**src/rtl/rtc_init_sequencer.sv**
```systemverilog
// Power-up sequencer for the RTC multiplexed AD bus: writes a table of {addr,data}
// pairs with programmable phase timing, then optionally reads them back and verifies.
module rtc_init_sequencer #(
    parameter int DW        = 8,
    parameter int N_ENTRIES = 9,
    parameter int T_PH      = 4,
    parameter int VERIFY    = 1,
    parameter logic [N_ENTRIES*2*DW-1:0] INIT_TABLE = '0,
    localparam int EW = (N_ENTRIES > 1) ? $clog2(N_ENTRIES) : 1,
    localparam int PW = $clog2(T_PH + 1)
) (
    input  logic          clk,
    input  logic          reset,
    input  logic          start,
    input  logic [DW-1:0] ad_in,
    output logic [DW-1:0] ad_out,
    output logic          ad_oe,
    output logic          cs_n,
    output logic          rd_n,
    output logic          wr_n,
    output logic          a_d,
    output logic          busy,
    output logic          done,
    output logic          err,
    output logic [EW-1:0] err_idx,
    output logic [EW-1:0] entry
);

    localparam logic [3:0] IDLE   = 4'd0;
    localparam logic [3:0] W_ADR  = 4'd1;
    localparam logic [3:0] W_GAP1 = 4'd2;
    localparam logic [3:0] W_DAT  = 4'd3;
    localparam logic [3:0] W_GAP2 = 4'd4;
    localparam logic [3:0] R_ADR  = 4'd5;
    localparam logic [3:0] R_GAP1 = 4'd6;
    localparam logic [3:0] R_DAT  = 4'd7;
    localparam logic [3:0] R_GAP2 = 4'd8;
    localparam logic [3:0] DONE   = 4'd9;

    logic [3:0]    state;
    logic [PW-1:0] phase;
    logic          phase_last;
    logic          last_entry;

    logic [DW-1:0] addr_tab [N_ENTRIES];
    logic [DW-1:0] data_tab [N_ENTRIES];

    for (genvar i = 0; i < N_ENTRIES; i++) begin : g_tab
        assign addr_tab[i] = INIT_TABLE[(2*i+1)*DW +: DW];
        assign data_tab[i] = INIT_TABLE[(2*i)*DW +: DW];
    end

    assign phase_last = (phase == PW'(T_PH - 1));
    assign last_entry = (entry == EW'(N_ENTRIES - 1));

    // Every active state runs T_PH cycles; the phase counter restarts on each transition.
    always_ff @(posedge clk) begin
        if (reset) begin
            state   <= IDLE;
            phase   <= '0;
            entry   <= '0;
            err     <= 1'b0;
            err_idx <= '0;
        end else begin
            case (state)
                IDLE, DONE: begin
                    if (start) begin
                        state   <= W_ADR;
                        phase   <= '0;
                        entry   <= '0;
                        err     <= 1'b0;
                        err_idx <= '0;
                    end
                end
                default: begin
                    if (!phase_last) begin
                        phase <= phase + 1'b1;
                    end else begin
                        phase <= '0;
                        case (state)
                            W_ADR:  state <= W_GAP1;
                            W_GAP1: state <= W_DAT;
                            W_DAT:  state <= W_GAP2;
                            W_GAP2: begin
                                if (!last_entry) begin
                                    entry <= entry + 1'b1;
                                    state <= W_ADR;
                                end else if (VERIFY != 0) begin
                                    entry <= '0;
                                    state <= R_ADR;
                                end else begin
                                    state <= DONE;
                                end
                            end
                            R_ADR:  state <= R_GAP1;
                            R_GAP1: state <= R_DAT;
                            R_DAT: begin
                                state <= R_GAP2;
                                // Only the first mismatch is recorded.
                                if ((ad_in != data_tab[entry]) && !err) begin
                                    err     <= 1'b1;
                                    err_idx <= entry;
                                end
                            end
                            R_GAP2: begin
                                if (!last_entry) begin
                                    entry <= entry + 1'b1;
                                    state <= R_ADR;
                                end else begin
                                    state <= DONE;
                                end
                            end
                            default: state <= IDLE;
                        endcase
                    end
                end
            endcase
        end
    end

    // Bus pins decode straight from state so a reset edge drops every strobe at once.
    always_comb begin
        ad_out = '0;
        ad_oe  = 1'b0;
        cs_n   = 1'b1;
        rd_n   = 1'b1;
        wr_n   = 1'b1;
        a_d    = 1'b0;
        case (state)
            W_ADR, R_ADR: begin
                cs_n   = 1'b0;
                wr_n   = 1'b0;
                ad_oe  = 1'b1;
                ad_out = addr_tab[entry];
            end
            W_DAT: begin
                cs_n   = 1'b0;
                wr_n   = 1'b0;
                a_d    = 1'b1;
                ad_oe  = 1'b1;
                ad_out = data_tab[entry];
            end
            R_DAT: begin
                cs_n = 1'b0;
                rd_n = 1'b0;
                a_d  = 1'b1;
            end
            default: ;
        endcase
    end

    assign busy = (state != IDLE) && (state != DONE);
    assign done = (state == DONE);

endmodule

```
**config.mk**
```make
export PLATFORM = sky130hd
export DESIGN_NAME = rtc_init_sequencer
export DESIGN_NICKNAME = d
export VERILOG_FILES = /design/src/rtl/rtc_init_sequencer.sv
export SDC_FILE = /design/constraint.sdc
export NUM_CORES = 1
export LEC_CHECK = 0
export BUFFER_PORTS_ARGS = -buffer_cell sky130_fd_sc_hd__buf_2
export CAP_MARGIN = 10
export CORE_MARGIN = 3
export CORE_UTILIZATION = 49
export DETAILED_ROUTE_END_ITERATION = 10
export PLACE_DENSITY = 0.76
export RECOVER_POWER = 50
export SLEW_MARGIN = 10
export SYNTH_ARGS = -nofsm -noshare
export SYNTH_HDL_FRONTEND = slang
export SYNTH_SLANG_ARGS = --single-unit
```
**constraint.sdc**
```tcl
create_clock -name clk -period 2 [get_ports clk]
set_clock_uncertainty 0.2 [all_clocks]
set_input_delay 0 -clock clk [delete_from_list [all_inputs] [get_ports clk]]
set_output_delay 0 -clock clk [all_outputs]
set_load 0.03 [all_outputs]
```
* Word-level counts from Yosys, hierarchy flattened *
Memory sizes are Yosys's and may differ from the RTL's.
Cells that the tools add are included.

word-level totals
  bits in registers = 16
  bits in read-only memories = 128
  bits of input ports = 11
  output and inout port bits = 24
  word-level logic and storage cells = 73
  memories = 1

memories
  name             depth  bits a word  rd ports  clocked after Yosys merged registers in  wr ports  line  source
  (no name shown)  16     8            1         0                                        0         141   ad_out = data_tab[entry];

cells by class
  add/sub/neg operators = 2
  order comparisons = 1
  equal/unequal tests = 15
  mux-type cells = 32
  bitwise operators = 1
  reductions and logical operators = 16

operators with widths
  cell                                                                   number
  4-bit 2-to-1 mux                                                       13
  4-bit case mux with 8 select lines                                     1
  8-bit 2-to-1 mux                                                       3
  4-bit by 3-bit equality test with 1-bit output, second input constant  4
  4-bit equality test, second input constant                             3
  3-bit 2-to-1 mux                                                       4
  1-bit 2-to-1 mux                                                       10
  4-bit by 2-bit equality test with 1-bit output, second input constant  2
  8-bit != test                                                          1
  4-bit case mux with 2 select lines                                     1
  4-bit AND reduction                                                    2
  2-bit nonzero test                                                     3
  5-bit >= comparator, second input constant                             1
  4-bit NOT with 5-bit output                                            1
  4-bit by 1-bit adder with 4-bit output, second input constant          1
  4-bit by 1-bit equality test with 1-bit output, second input constant  1
  4-bit logical NOT                                                      1
  4-bit != test, second input constant                                   1
  4-bit nonzero test                                                     1
  2-bit OR reduction                                                     2
  4-bit OR reduction                                                     1
  3-bit by 1-bit adder with 3-bit output, second input constant          1
  3-bit by 2-bit equality test with 1-bit output, second input constant  1
  3-bit by 2-bit != test with 1-bit output, second input constant        1
  6 further kinds                                                        7

* Longest topological paths before layout *
  depth after elaboration = 10
  depth in mapped cells = 7
  gate-level depth less buffers = 7

* Least setup slack after synthesis *
OpenSTA, ideal clock, no wires.

  path kind = register to register
  from = register entry[0]
  to = register entry[0]
  library setup time = 0.076 ns
  arrival time = 1.556 ns
  required time = 1.724 ns
  path slack = 0.168 ns
  stages on the path, launching flop included = 8
  path buffers = 0
  period minus slack after synthesis = 1.832 ns
  cell sequence = dfxtp_1 -> inv_1 -> ha_1 -> and3b_1 -> a21o_1 -> a21oi_2 -> nand2_1 -> o22ai_1

between the ends
  word-level cells in the longest chain between the ends = 5
  elaborated cells between the ends (all ways) = 9
  classes of those cells = 1 x add/sub; 2 x eq/ne; 5 x mux; 1 x reduce/logical

RTL lines
  what                                                                                  line         source
  start, declared                                                                       26           output logic [EW-1:0] entry
  start signal, assigned                                                                86           entry <= entry + 1'b1;
  start signal, assigned                                                                107          entry <= entry + 1'b1;
  4-bit by 1-bit adder with 4-bit output / 4-bit equality test (equally long branches)  86, 107, 54
  4-bit 2-to-1 mux, on equally long branches                                            106, 85
  4-bit case mux with 2 select lines                                                    80           case (state)
  4-bit 2-to-1 mux                                                                      76           if (!phase_last) begin
  4-bit 2-to-1 mux                                                                      65           case (state)

Parallel ways exist; a longest one is shown, timed or not. The select of a mux whose other input is x is not followed.
A chain may end at the register's enable or synchronous reset.

* Final worst setup path *
Ends and elaborated chain as after synthesis.

==> metrics.yaml <==
logic_synthesis:
  ys_top_cells_by_count: "16 x dfxtp_1, 10 x a21oi_1, 10 x nor2_1"
  yosysTopAreaCell: "dfxtp_1"
  netlist.area_leader.share_pct: 30.6
  synth.most_common_cell: "dfxtp_1"
  seq_area_frac_synth_pct: 30.6
  synth.distinct_cells: 48
  postSynthCellCount: 126
  netlist_area_sq_mm: 0.00105
  ys_top_cells_by_area: "dfxtp_1 31%, buf_4 6.5%, a21oi_1 4.8%"
  synthArstFlopShare_pct: 0
  synth.avg_cell_area_sq_um: 8.30
  synthFlopType: "dfxtp_1"
  synth-edff-count: 0
  yosys_warnings: 0
  ys_ff_latch: 16
worst_hold_path:
  min_path_type: "input port to flop"
  min_path_cells: 5
  holdCritStartpoint: "ad_in[2]"
  whs_endpoint: "err"
setup_path:
  crit_path_cell_trace: "inv_1 > ha_1 > and3b_1 > a21o_1 > a21oi_2 > nand2_1 > o22ai_1"
  rr_startpoint: "entry[0]"
  required_ps: 2030
  worst-path-max-fanout: 6
  crit_path_start_kind: "flop"
  cp.arrival_ps: 1850
  reg2reg_depth: 7
  crit_family: "compound AO/OA/AOI/OAI gates"
  reg2reg_to: "entry[0]"
  slowest_stage: "dfxtp_1"
  crit_path_max_incr_delay_ps: 430
  crit_path_end_kind: "flop"
  critPathBufInv: 1
  r2r_setup_slack_ps: 180
  critPathKind: "flop to flop"
layout:
  fin_nets: 169
  drive_above_1_share_pct: 22.7
  antenna_cells: 0
  syn_to_final_growth_pct: 13.2
  stdcell_area_sq_mm: 0.00118
detailed_routing:
  vias_per_cell: 5.43
  routedWlPerCell_um: 12.7
  drt-total-wl_um: 2300
  drc: 0
  drtPass1Iterations: 4
  vias: 982
  ant_nets: 0
  initialDrtViolationCount: 15
power:
  net-switching-power_uw: 193
  swShare_pct: 29.3
  p_seq_share_pct: 50.4
  irDropWorstVdd_v: 0.000449
  power.internal_uw: 467
  power_frac_comb_pct: 16.5
  powerDensity_mw_per_mm2: 558
  leakage_nw: 0.479
  pwr-share-clk_pct: 33.0
placed_design:
  gp_congestion: 0.879
  port-buffer-count: 26
  hpwl_um: 1750
  placed_area_sq_mm: 0.00115
floorplanning:
  io_pins: 35
  initial_core_util_pct: 52.8
  die_area_sq_mm: 0.00272
  coreArea_sq_mm: 0.00198
  die_x_um: 52.2
  fp.dieH_um: 52.2
  row_count: 16
global_routing:
  grt_pass1_vias: 855
  grt_max_degree: 13
  grt_pass1_wl_um: 3640
  grt.total_usage_pct: 17.9
  antenna_found_initial: 0
  gr-total-overflow: 0
timing:
  setup_violations: 0
  rsz0062_at_grt: "no"
  hold_viol_final: 0
  slew_violations: 0
  period_share_pct: 91.1
  fin_hold_ws_ps: 153
  timing.fmax_mhz: 549
  period_needed_ps: 1820
  tns_ps: 0
clock_network:
  clock_sinks: 16
  insertion_delay_ps: 290
  cts_tree: "built"
  htree_levels: 1
  cts_buffer_depth: 2
  cts_made_buffers: 3
  cts_setup_buffers: 0
  root_buffer: "clkbuf_4"
  clkTransAtPathRegs_ps: 100
run_status:
  outcome: "finished clean"
flow_run:
  maxCapViolCount: 0
tightest hold or removal path, cell delays in order:
cell,delay [ps]
buf_2,100
nor4_1,160
a21oi_1,140
nand4_4,140
a21oi_1,70
per-layer routing:
metal | vias to the layer above | track usage (%) | share of wire, %
li1 | 484 | - | -
met1 | 464 | 21.1 | 43
met2 | 30 | 30.3 | 50
met3 | 4 | 3.99 | 5.1
met4 | 0 | 8.51 | 1.0
met5 | - | 0 | 0
layout by cell type (no fill, tap or decap), types with 2 or more instances in the layout:
cell type,netlist,routed
buf_4,9,3
o22ai_1,2,2
and3_1,2,2
clkbuf_4,0,3
ha_1,3,3
a21o_1,2,2
nor4_1,2,2
dlygate4sd3_1,0,2
a32oi_1,2,2
or2_0,3,3
buf_2,1,17
o21ai_1,3,3
nand4_1,2,2
nand3_1,6,6
conb_1,1,8
a21oi_1,10,10
inv_1,7,8
nor2b_1,1,2
nor2_1,10,10
o21ai_0,3,3
a21oi_2,2,2
clkbuf_1,1,9
nand2_1,9,10
dfxtp_1,16,16
worst max-delay path by stage:
stage,startpoint,endpoint,cells past startpoint
3_3_place_gp,state[0],err_idx[1],5
2_1_floorplan,entry[0],entry[0],7
5_1_grt,entry[0],entry[0],7
6_report,entry[0],entry[0],7
3_5_place_dp,state[0],err_idx[1],5
4_1_cts,entry[0],entry[0],7
state kept, by name, indices dropped and copies added, names as in the netlist:
register and cells:
state 4, err_idx 4, entry 4, phase 3
err 1
metrics by stage:
step	util (%)	setup slack (ps)	total power, mW	instances
after floorplan	-	168	0.431	133
after global placement	58.0	239	0.444	175
after detailed placement	58.0	230	0.447	175
after CTS	60.8	197	0.671	181
after global routing	59.7	75.4	0.690	181
final	59.7	178	0.660	181
power groups by stage:
stage | logic, mW | registers, mW | clock network, mW
final | 0.109 | 0.333 | 0.218
after global routing | 0.119 | 0.334 | 0.238
after CTS | 0.110 | 0.333 | 0.228
after detailed placement | 0.107 | 0.340 | 0
after global placement | 0.105 | 0.339 | 0
after floorplan | 0.0943 | 0.337 | 0
cell type report:
cell class,count,area [sq um]
well taps,27,33.8
inverters,8,30.0
flip-flops and latches,16,320
fillers,197,798
clock buffers,4,36.3
repair buffers,31,161
multi-input cells,95,602
cell families (layout without fill, tap and decap cells):
logic type	Yosys count	in the layout	share of synthesized area [%]
AOI/OAI and AO/OA	31	31	19.9
xor gates and xnor gates	2	2	2.39
adders and majority gates	3	3	3.59
buffers and inverters	22	43	13.4
DFF	16	16	30.6
other	1	8	0.359
and+or+nand+nor	51	51	29.8
repair_timing:
item	CTS	global route
endpoints found under the setup margin	0	0
hold buffers	2	0
resized for setup	0	0
hold endpoints to repair	10	0
(Power assumes the default switching activity.)
